--- src/rtl/scan_select_sequencer.sv ---
// Channel scan sequencer driving the select/enable of a 3x8 one-hot decoder.
// Walks the set bits of a latched mask in ascending order, holding each for dwell+1 cycles.
module scan_select_sequencer #(
  parameter int DWELL_W = 8
) (
  input  logic               clk,
  input  logic               rst_n,
  input  logic               start,
  input  logic               stop,
  input  logic               mode,
  input  logic [7:0]         mask,
  input  logic [DWELL_W-1:0] dwell,
  output logic [2:0]         sel,
  output logic               en,
  output logic               busy,
  output logic               done
);

  typedef enum logic {IDLE, ACTIVE} state_t;

  state_t               state_q, state_d;
  logic [2:0]           sel_q, sel_d;
  logic [DWELL_W-1:0]   cnt_q, cnt_d;
  logic [DWELL_W-1:0]   dwell_q, dwell_d;
  logic [7:0]           mask_q, mask_d;
  logic                 mode_q, mode_d;
  logic                 done_q, done_d;

  logic [7:0]           above;
  logic [2:0]           first_live, first_latched, next_above;

  // Index of the lowest set bit; the caller separately knows whether any bit is set.
  function automatic logic [2:0] lowest_set(input logic [7:0] v);
    logic [2:0] idx;
    idx = 3'd0;
    for (int i = 7; i >= 0; i--) begin
      if (v[i]) idx = 3'(i);
    end
    return idx;
  endfunction

  // Bits of the latched mask strictly above the current channel; empty when sel is 7.
  assign above         = mask_q & ~((8'd2 << sel_q) - 8'd1);
  assign first_live    = lowest_set(mask);
  assign first_latched = lowest_set(mask_q);
  assign next_above    = lowest_set(above);

  always_comb begin
    // NOTE: every signal gets a default first so no path leaves one unassigned (no latches).
    state_d = state_q;
    sel_d   = sel_q;
    cnt_d   = cnt_q;
    dwell_d = dwell_q;
    mask_d  = mask_q;
    mode_d  = mode_q;
    done_d  = 1'b0;

    unique case (state_q)
      IDLE: begin
        if (start && !stop) begin
          if (mask != 8'h00) begin
            state_d = ACTIVE;
            mask_d  = mask;
            dwell_d = dwell;
            mode_d  = mode;
            sel_d   = first_live;
            cnt_d   = '0;
          end else begin
            done_d = 1'b1;
          end
        end
      end
      ACTIVE: begin
        if (stop) begin
          state_d = IDLE;
          cnt_d   = '0;
        end else if (cnt_q == dwell_q) begin
          cnt_d = '0;
          if (above != 8'h00) begin
            sel_d = next_above;
          end else if (!mode_q) begin
            sel_d = first_latched;
          end else begin
            state_d = IDLE;
            done_d  = 1'b1;
          end
        end else begin
          cnt_d = cnt_q + 1'b1;
        end
      end
      default: state_d = IDLE;
    endcase
  end

  // NOTE: sequential state is updated with non-blocking assignments only.
  always_ff @(posedge clk or negedge rst_n) begin
    if (!rst_n) begin
      state_q <= IDLE;
      sel_q   <= 3'd0;
      cnt_q   <= '0;
      dwell_q <= '0;
      mask_q  <= 8'h00;
      mode_q  <= 1'b0;
      done_q  <= 1'b0;
    end else begin
      state_q <= state_d;
      sel_q   <= sel_d;
      cnt_q   <= cnt_d;
      dwell_q <= dwell_d;
      mask_q  <= mask_d;
      mode_q  <= mode_d;
      done_q  <= done_d;
    end
  end

  assign sel  = sel_q;
  assign en   = (state_q == ACTIVE);
  assign busy = (state_q == ACTIVE);
  assign done = done_q;

endmodule

--- config.mk ---
export PLATFORM = sky130hd
export DESIGN_NAME = scan_select_sequencer
export DESIGN_NICKNAME = d
export VERILOG_FILES = /design/src/rtl/scan_select_sequencer.sv
export SDC_FILE = /design/constraint.sdc
export NUM_CORES = 1
export LEC_CHECK = 0
export ABC_AREA = 1
export CORE_UTILIZATION = 45
export CTS_CLUSTER_DIAMETER = 30
export CTS_CLUSTER_SIZE = 10
export DETAILED_ROUTE_END_ITERATION = 16
export HOLD_SLACK_MARGIN = 0.12
export PLACE_DENSITY = 0.69
export SLEW_MARGIN = 15
export SYNTH_ARGS = -nofsm -noshare
export SYNTH_HDL_FRONTEND = slang
export SYNTH_SLANG_ARGS = --single-unit
--- constraint.sdc ---
create_clock -name clk -period 2.28 [get_ports clk]
set_clock_uncertainty 0.15 [all_clocks]
set_input_delay 0.342 -clock clk [delete_from_list [all_inputs] [get_ports clk]]
set_output_delay 0.342 -clock clk [all_outputs]
set_load 0.02 [all_outputs]
---- Word level (Yosys, flattened, before mapping) ----
Index checks and enable logic that the tools add are counted.
word-level totals
  register bits after elaboration ......... 30
  logic and storage cells ................. 76
cells by class
  multiplexer cells ....................... 50
  bitwise gates (word level) .............. 3
  add/sub/neg operators ................... 2
  equal/unequal tests ..................... 6
  shifts and indexed selects .............. 1
  reduce and logical (&&, ||, !) cells .... 7
operator list
  kind                   number
  $mux W3                30
  $mux W8                4
  $pmux W8 S2            1
  $reduce_bool A8 Y1     2
  $mux W1                12
  $add A8 B1 Y8 const B  1
  $and A8 B8 Y8          1
  $eq A8 B8 Y1           1
  $not A8 Y8             1
  $shl A2 B3 Y8 const A  1
  $sub A8 B1 Y8 const B  1
  $ne A2 B2 Y1 const B   3
  $pmux W3 S2            1
  $reduce_and A5 Y1      1
  $pmux W1 S2            2
  $ne A3 B2 Y1 const B   1
  $reduce_and A3 Y1      1
  $ne A2 B1 Y1 const B   1
  $reduce_and A2 Y1      1
  $logic_and A1 B1 Y1    1
  $logic_not A1 Y1       1
  $not A1 Y1             1

---- Depth between registers and ports, before layout ----
Gate-level depths: netlist of run 1.
  word-level depth ........................ 16
  depth in mapped cells ................... 15
  gate-level depth less buffers ........... 14

---- Least setup slack after synthesis of run 1 ----
OpenSTA, ideal clock, no wires.
  path kind ............................... register to register
  start ................................... register sel_q[1], in the netlist sel[1]
  end ..................................... register sel_q[0], in the netlist sel[0]
  period minus slack after synthesis ...... 2,146 ps
  setup slack ............................. 134 ps
  arrival time ............................ 1,879 ps
  cell stages (with the launch flop) ...... 15
  data required time ...................... 2,013 ps
  setup time .............................. 117 ps
  path buffers ............................ 1
  cells stage by stage .................... dfrtp_1 buf_4 nor2_2 nand2_1 ha_1 inv_1 nand4_1 nand3_2 nand2_1 nor2_2 nand3_2 nand3_2 nor2_1 nand2_1 nand2_1
between the ends
  cells in the longest elaborated chain, start to end .. 16
  elaborated cells between the ends (all ways) .. 19
  those cells by class .................... add/sub: 1; eq/ne: 1; shift: 1; mux: 12; bitwise: 2; reduce/logical: 2
RTL lines
  element                 line  RTL
  start, declared         22    logic [2:0] sel_q, sel_d;
  start signal, assigned  107   sel_q <= sel_d;
  $shl A2 B3 Y8 *         43    assign above = mask_q & ~((8'd2 << sel_q) - 8'd1);
  $sub A8 B1 Y8 *         43
  $not A8 Y8 *            43
  $and A8 B8 Y8 *         43
  $mux W3 (8 in series)   37    if (v[i]) idx = 3'(i);
  $mux W3                 79    if (above != 8'h00) begin
  $mux W3                 77    end else if (cnt_q == dwell_q) begin
  $mux W3                 74    if (stop) begin
  $pmux W3 S2             58    unique case (state_q)
Mark *: on every way between the ends. The rest lies on a longest branch, timed or not. The select of a mux whose other input is x is not followed.
A chain may end at the register's enable or synchronous reset.

---- Worst setup path after layout of run 1 ----
Same ends and word-level chain as after synthesis.

==> summary.txt, run 1 <==
Seq/Total Area, Yosys: 0.4068
CORE AREA: 0.003799 mm^2
CTS root buffer: clkbuf_8
Fin nets: 312
Synth area leaders: dfrtp_1 (41%), nand2_1 (14%), inv_1 (7.9%)
Crit end category: register
Post-synthesis register bit count: 30
Buffers on Ports: 26
WP data required: 2.30 ns
Core Rows: 22
Post-DRT Antenna Nets: 0
Vias in the first global route: 1600
DRC: 0
Setup TNS: 0 ns
Worst slack at placement: 0.05880 ns
GRT overflow: 0
Static Leak: 1.072 nW
Post-synth top cells: nand2_1 (69), inv_1 (39), dfrtp_1 (30)
Crit path kind: reg -> reg
Mean routed wirelength per cell: 12.06 um
Largest net degree at the start of global routing: 31
CTS tree: done
Fin crit share: 0.9176
Initial antenna violation count: 0
Critical R2R Capture: sel[0]$_DFFE_PN0P_
CTS Buf Count: 5
R2R cell count: 13
Clk buf depth: 2
Worst path bufs/invs: 1
Avg Synthesized Cell Area: 7.266 um^2
Die ar.: 0.004361 mm^2
Gpl congestion: 0.8712
Utilization after layout: 0.6024
Crit path from: sel[1]$_DFFE_PN0P_
Filler Cell Count: 387
Crit path largest cell delay: 0.41 ns
CP cell instances: nor2_2 -> nand2_1 -> ha_1 -> inv_2 -> nand4_1 -> nand3_2 -> nand2_1 -> nor2_4 -> nand3_2 -> nand3_2 -> nor2_1 -> nand2_1 -> nand2_1
Setup violators final: 0
Ys Warns: 0
Initial Util: 0.4858
# IOs: 27
Family with the most delay on the worst path: simple AND/OR/NAND/NOR gates
Setup WS post-layout: 0.1879 ns
First-pass GRT wire length: 7010 um
First DRT Iteration DRCs: 80
CP max stage cell: dfrtp_1
Mapped cell area: 0.001846 mm^2
Status: completed
Final hold vios: 0
CP Max Fanout: 6
Clk_lat worst skew: 0.28 ns
Synth Net Count: 277
Pwr/cell area: 874.0 mW/mm^2
Vias: 1709
Clock transition at path regs: 0.07 ns
Worst r2r src: sel[1]$_DFFE_PN0P_
Crit path time final: 2.092 ns
Top-count cell post-synth: nand2_1
Hold Crit Class: in -> async
Max Transition Viols Final: 0
Max_cap viols: 0
Yosys top cell area share: 0.4068
Leading area contributor after synthesis: dfrtp_1
Routed wire length: 4076 um
Post-DP HPWL: 3209 um
Sink Count: 30
GR Util All Layers: 0.2144
Main flop type after synthesis: dfrtp_1
Diode count: 0
Share of post-route cells with drive strength above 1: 0.1276
Area grow syn2layout: 24.00%
Height of the die: 66.04 um
EDFF count, synth: 0
CTS H-tree lvls: 2
RSZ-0062 raised after global routing: false
Asr flop ratio synth: 1.000
Critical Path Start Type: register
Reg2Reg Setup Slack: 0.19 ns
Max VDD drop: 496.6 uV
Critical path endpoint: sel[0]$_DFFE_PN0P_
DR vias/cell: 5.056
DRT Pass-1 Iters: 4
Total power: 2.000 mW
Levels on crit path: 13
Slew HR: 0.7422
Die X: 66.04 um
Crit path DAT: 2.12 ns
Critical Path Most Common Cell: nand2_1
Post-synthesis cell type count: 28
Tightest Pin Transition: 0.3866 ns
F_max: 478.0 MHz
Synth Instances: 254
[logic make-up (layout without fill, tap and decap cells)]
kind of cell               Yosys count  after routing  share of synthesized area
AOI/OAI and AO/OA                   38             38                     0.1146
xor gates and xnor gates             5              5                    0.02373
adders and majority gates            2              2                    0.01356
buffers and inverters               48             84                     0.1051
DFF                                 30             30                     0.4068
muxes                                3              3                    0.01830
and+or+nand+nor                    128            128                     0.3180
[routing by layer]
| layer | GRT usage | share of wire |
|---|---|---|
| met1 | 0.2754 | 0.47 |
| met2 | 0.3520 | 0.48 |
| met3 | 0.04138 | 0.040 |
| met4 | 0.08511 | 0.0096 |
| met5 | 0 | 0 |
[placed cells by master (no fill, tap or decap)]
cell and instances:
xor2_1 4, clkdlybuf4s50_1 26, o21ai_1 3, nor3_2 1, dfrtp_1 30, nand2_1 69
a21oi_4 1, nand3_2 4, nand4_1 8, mux2_2 3, nor3_1 7, and3_1 1
inv_2 4, nor2_1 13, o31ai_1 1, clkbuf_1 1, clkinv_2 1, xnor2_1 1
nand2_2 3, ha_1 2, nor2_2 3, inv_1 38, o22ai_1 3, o21ai_0 19
nand3_1 17, a21oi_1 10, o21ai_2 1, nor2_4 2, buf_4 8, clkbuf_8 6
[what timing repair did]
item,in CTS,in global routing
hold buffers,0,0
setup endpoints to repair,0,4
buffers inserted,0,0
resized for setup,0,2
[metrics by stage]
step / std cells / instance area, um^2 / hold WS (ns)
after floorplan: 254 / 1846 / -0.1036
after global placement: 330 / 2192 / 0.3808
after detailed placement: 330 / 2192 / 0.3855
after global routing: 338 / 2288 / 0.3546
final: 338 / 2288 / 0.3001
after CTS: 338 / 2283 / 0.3204
[area by class of cell]
| class | count | area, um^2 | area share |
|---|---|---|---|
| inverters | 42 | 157.7 | 0.06889 |
| well taps | 48 | 60.06 | 0.02624 |
| flip-flops and latches | 30 | 750.7 | 0.3280 |
| multi-input cells | 176 | 908.4 | 0.3969 |
| clock buffers | 7 | 86.33 | 0.03773 |
| repair buffers | 34 | 320.3 | 0.1400 |
| clock inverters | 1 | 5.005 | 0.002187 |
[registers in the layout, indices dropped and copies added, names as in the netlist]
name and count:
done 1, sel 3, busy 1, cnt_q 8, mask_q 8, dwell_q 8, mode_q 1
[how the worst min path moves through the flow]
stage | slack [ns] | from | endpoint | cells past startpoint
after global placement | 0.38 | dwell_q[4]$_DFFE_PN0P_ | dwell_q[4]$_DFFE_PN0P_ | 1
final | 0.30 | rst_n | mask_q[5]$_DFFE_PN0P_ | 2
after CTS | 0.32 | rst_n | mask_q[5]$_DFFE_PN0P_ | 2
after detailed placement | 0.39 | sel[1]$_DFFE_PN0P_ | sel[1]$_DFFE_PN0P_ | 2
after global routing | 0.35 | rst_n | mask_q[5]$_DFFE_PN0P_ | 2
after floorplan | -0.10 | rst_n | busy$_DFF_PN0_ | 0
[report_power, final]
group | switching (mW) | internal (mW)
clock network | 0.200 | 0.243
logic | 0.504 | 0.348
registers | 0.0807 | 0.624
total | 0.785 | 1.22
Power figures use the tool's default switching activity.
==> run 2: changes to the inputs <==
--- a/config.mk
+++ b/config.mk
@@ -12,7 +12,7 @@
 export DETAILED_ROUTE_END_ITERATION = 16
 export HOLD_SLACK_MARGIN = 0.12
 export PLACE_DENSITY = 0.69
-export SLEW_MARGIN = 15
+export SLEW_MARGIN = 5
 export SYNTH_ARGS = -nofsm -noshare
 export SYNTH_HDL_FRONTEND = slang
 export SYNTH_SLANG_ARGS = --single-unit
==> results of run 2 <==
Final layout, timing and power as in run 1 (identical DEF).
==> patch, RTL diff (flow settings as in run 1) <==
Change the parameter `DWELL_W` from 8 to 6.
--- a/src/rtl/scan_select_sequencer.sv
+++ b/src/rtl/scan_select_sequencer.sv
@@ -1,7 +1,7 @@
 // Channel scan sequencer driving the select/enable of a 3x8 one-hot decoder.
 // Walks the set bits of a latched mask in ascending order, holding each for dwell+1 cycles.
 module scan_select_sequencer #(
-  parameter int DWELL_W = 8
+  parameter int DWELL_W = 6
 ) (
   input  logic               clk,
   input  logic               rst_n,
Ports: changed (resized dwell); port bits go from 27 to 25. No check against the original RTL was run, so the function may have changed too.
==> patch against run 1 <==
- global-route usage shrank 2.4 points
- total power grew 22%
- setup slack worse by 0.0027 ns
- design area down 13%
- area after synthesis is 13% lower
- sequential cell count fell by 4
- wire length shrank 23%
- via count shrank 18%
- largest cell class unchanged
- largest power group unchanged
==> patch: results (changes against run 1) <==
[power_and_ir_drop]
ir_worst_vdd_mv=0.490  ; was 0.497 mV
p_leak_nw=0.955  ; was 1.07 nW

[global_routing]
grt_pass1_vias=1192  ; was 1,600
grt_usage=0.191  ; was 0.214
grtUsageMet1=0.288  ; was 0.275
grt_pass1_wl_um=5290  ; was 7010 um
grt_use_met2=0.278  ; was 0.352
use_met3=0.0186  ; was 0.0414

[layout]
final_net_count=262  ; was 312
drive_gt1_frac=0.133  ; was 0.128
top_regs=mask_q (8), cnt_q (6), dwell_q (6)  ; was cnt_q (8), dwell_q (8), mask_q (8)

[clocking]
clk_pin_slew_ns=0.14  ; was 0.07 ns
htreeDepth=1  ; was 2
clk_latency_ns=0.33  ; was 0.28 ns
cts_root_buf=clkbuf_4  ; was clkbuf_8
cts_buffers=3  ; was 5

[yosys]
synth_fa_ha_area_frac=0.0156  ; was 0.0136
synth_common_cells=55 x nand2_1, 31 x inv_1, 26 x dfrtp_1, 17 x nand3_1, 15 x o21ai_0  ; was 69 x nand2_1, 39 x inv_1, 30 x dfrtp_1, 19 x o21ai_0, 17 x nand3_1
synthMuxAreaShare=0.0490  ; was 0.0183
syn-num-nets=230  ; was 277
synth-xor-area-share=0.0435  ; was 0.0237

[placement]
place_congestion=0.814  ; was 0.871
port_buffers=24  ; was 26

[critical_path]
r2r_cells=14  ; was 13
critPathArrivalTime_ns=2.19  ; was 2.12 ns
crit_end=sel[1]$_DFFE_PN0P_  ; was sel[0]$_DFFE_PN0P_
cp_max_fo=7  ; was 6

[drt]
routed_wl_um=3150  ; was 4080 um
vias=1394  ; was 1,709
drt_iter0_drc=74  ; was 80

[run_status]
status=finished, final reports clean  ; unchanged

[sta]
worst_pin_slew_ns=0.328  ; was 0.387 ns

==> patch: area by class of cell <==
| cell class | instances | area share |
|---|---|---|
| clock inverters | 1 | 0.0151 |
| flip-flops and latches | 26 | 0.327 |
| repair buffers | 30 | 0.143 |
| well taps | 46 | 0.0289 |
| inverters | 33 | 0.0629 |
| multi-input cells | 147 | 0.411 |
| clock buffers | 3 | 0.0113 |
==> patch: where the power goes <==
part | switching (mW) | internal [mW]
combinational | 0.748 | 0.552
clock | 0.143 | 0.178
sequential | 0.178 | 0.647
==> patch: cells by family (layout without fill, tap and decap cells) <==
| group | after synthesis | after routing |
|---|---|---|
| AND/OR/NAND/NOR | 102 | 102 |
| buffers and inverters | 36 | 67 |
| AO/OA/AOI/OAI | 28 | 28 |
| flip-flops | 26 | 26 |
| XOR/XNOR | 8 | 8 |
| multiplexers | 7 | 7 |
| adder cells (fa/ha/maj) | 2 | 2 |
==> patch: worst max-delay path, stage by stage (launching register included) <==
cell     delay (ns)
dfrtp_1        0.40
buf_4          0.16
inv_1          0.07
nand3_1        0.07
ha_1           0.20
inv_2          0.09
nand4_1        0.12
nand3_2        0.10
nand2_1        0.10
nor2_4         0.14
nand3_2        0.10
nand2_2        0.10
nand2_4        0.06
nand3_1        0.09
nand2_1        0.05
==> patch: metrics by stage <==
| stage | setup TNS (ns) | instance area (um^2) | setup WS, ns | instances | hold WS, ns |
|---|---|---|---|---|---|
| finish | 0 | 1990 | 0.185 | 286 | 0.208 |
| floorplan | 0 | 1610 | 0.170 | 209 | -0.104 |
| global placement | 0 | 1930 | 0.148 | 282 | 0.342 |
| detailed placement | 0 | 1930 | 0.134 | 282 | 0.351 |
| CTS | 0 | 1980 | 0.130 | 286 | 0.212 |
| global route | -0.0274 | 1990 | -0.0146 | 286 | 0.238 |
==> patch: how the worst min path moves through the flow <==
| stage | from | endpoint | slack [ns] |
|---|---|---|---|
| 6_report | rst_n | sel[2]$_DFFE_PN0P_ | 0.21 |
| 3_5_place_dp | mask_q[7]$_DFFE_PN0P_ | mask_q[7]$_DFFE_PN0P_ | 0.35 |
| 3_3_place_gp | mask_q[0]$_DFFE_PN0P_ | mask_q[0]$_DFFE_PN0P_ | 0.34 |
| 4_1_cts | rst_n | sel[1]$_DFFE_PN0P_ | 0.21 |
| 5_1_grt | rst_n | sel[1]$_DFFE_PN0P_ | 0.24 |
| 2_1_floorplan | rst_n | busy$_DFF_PN0_ | -0.10 |
==> patch: layer usage <==
metal	share of wire	routed length [um]
met1	0.52	1650
met2	0.43	1370
met3	0.027	85
met4	0.016	51
met5	0	0
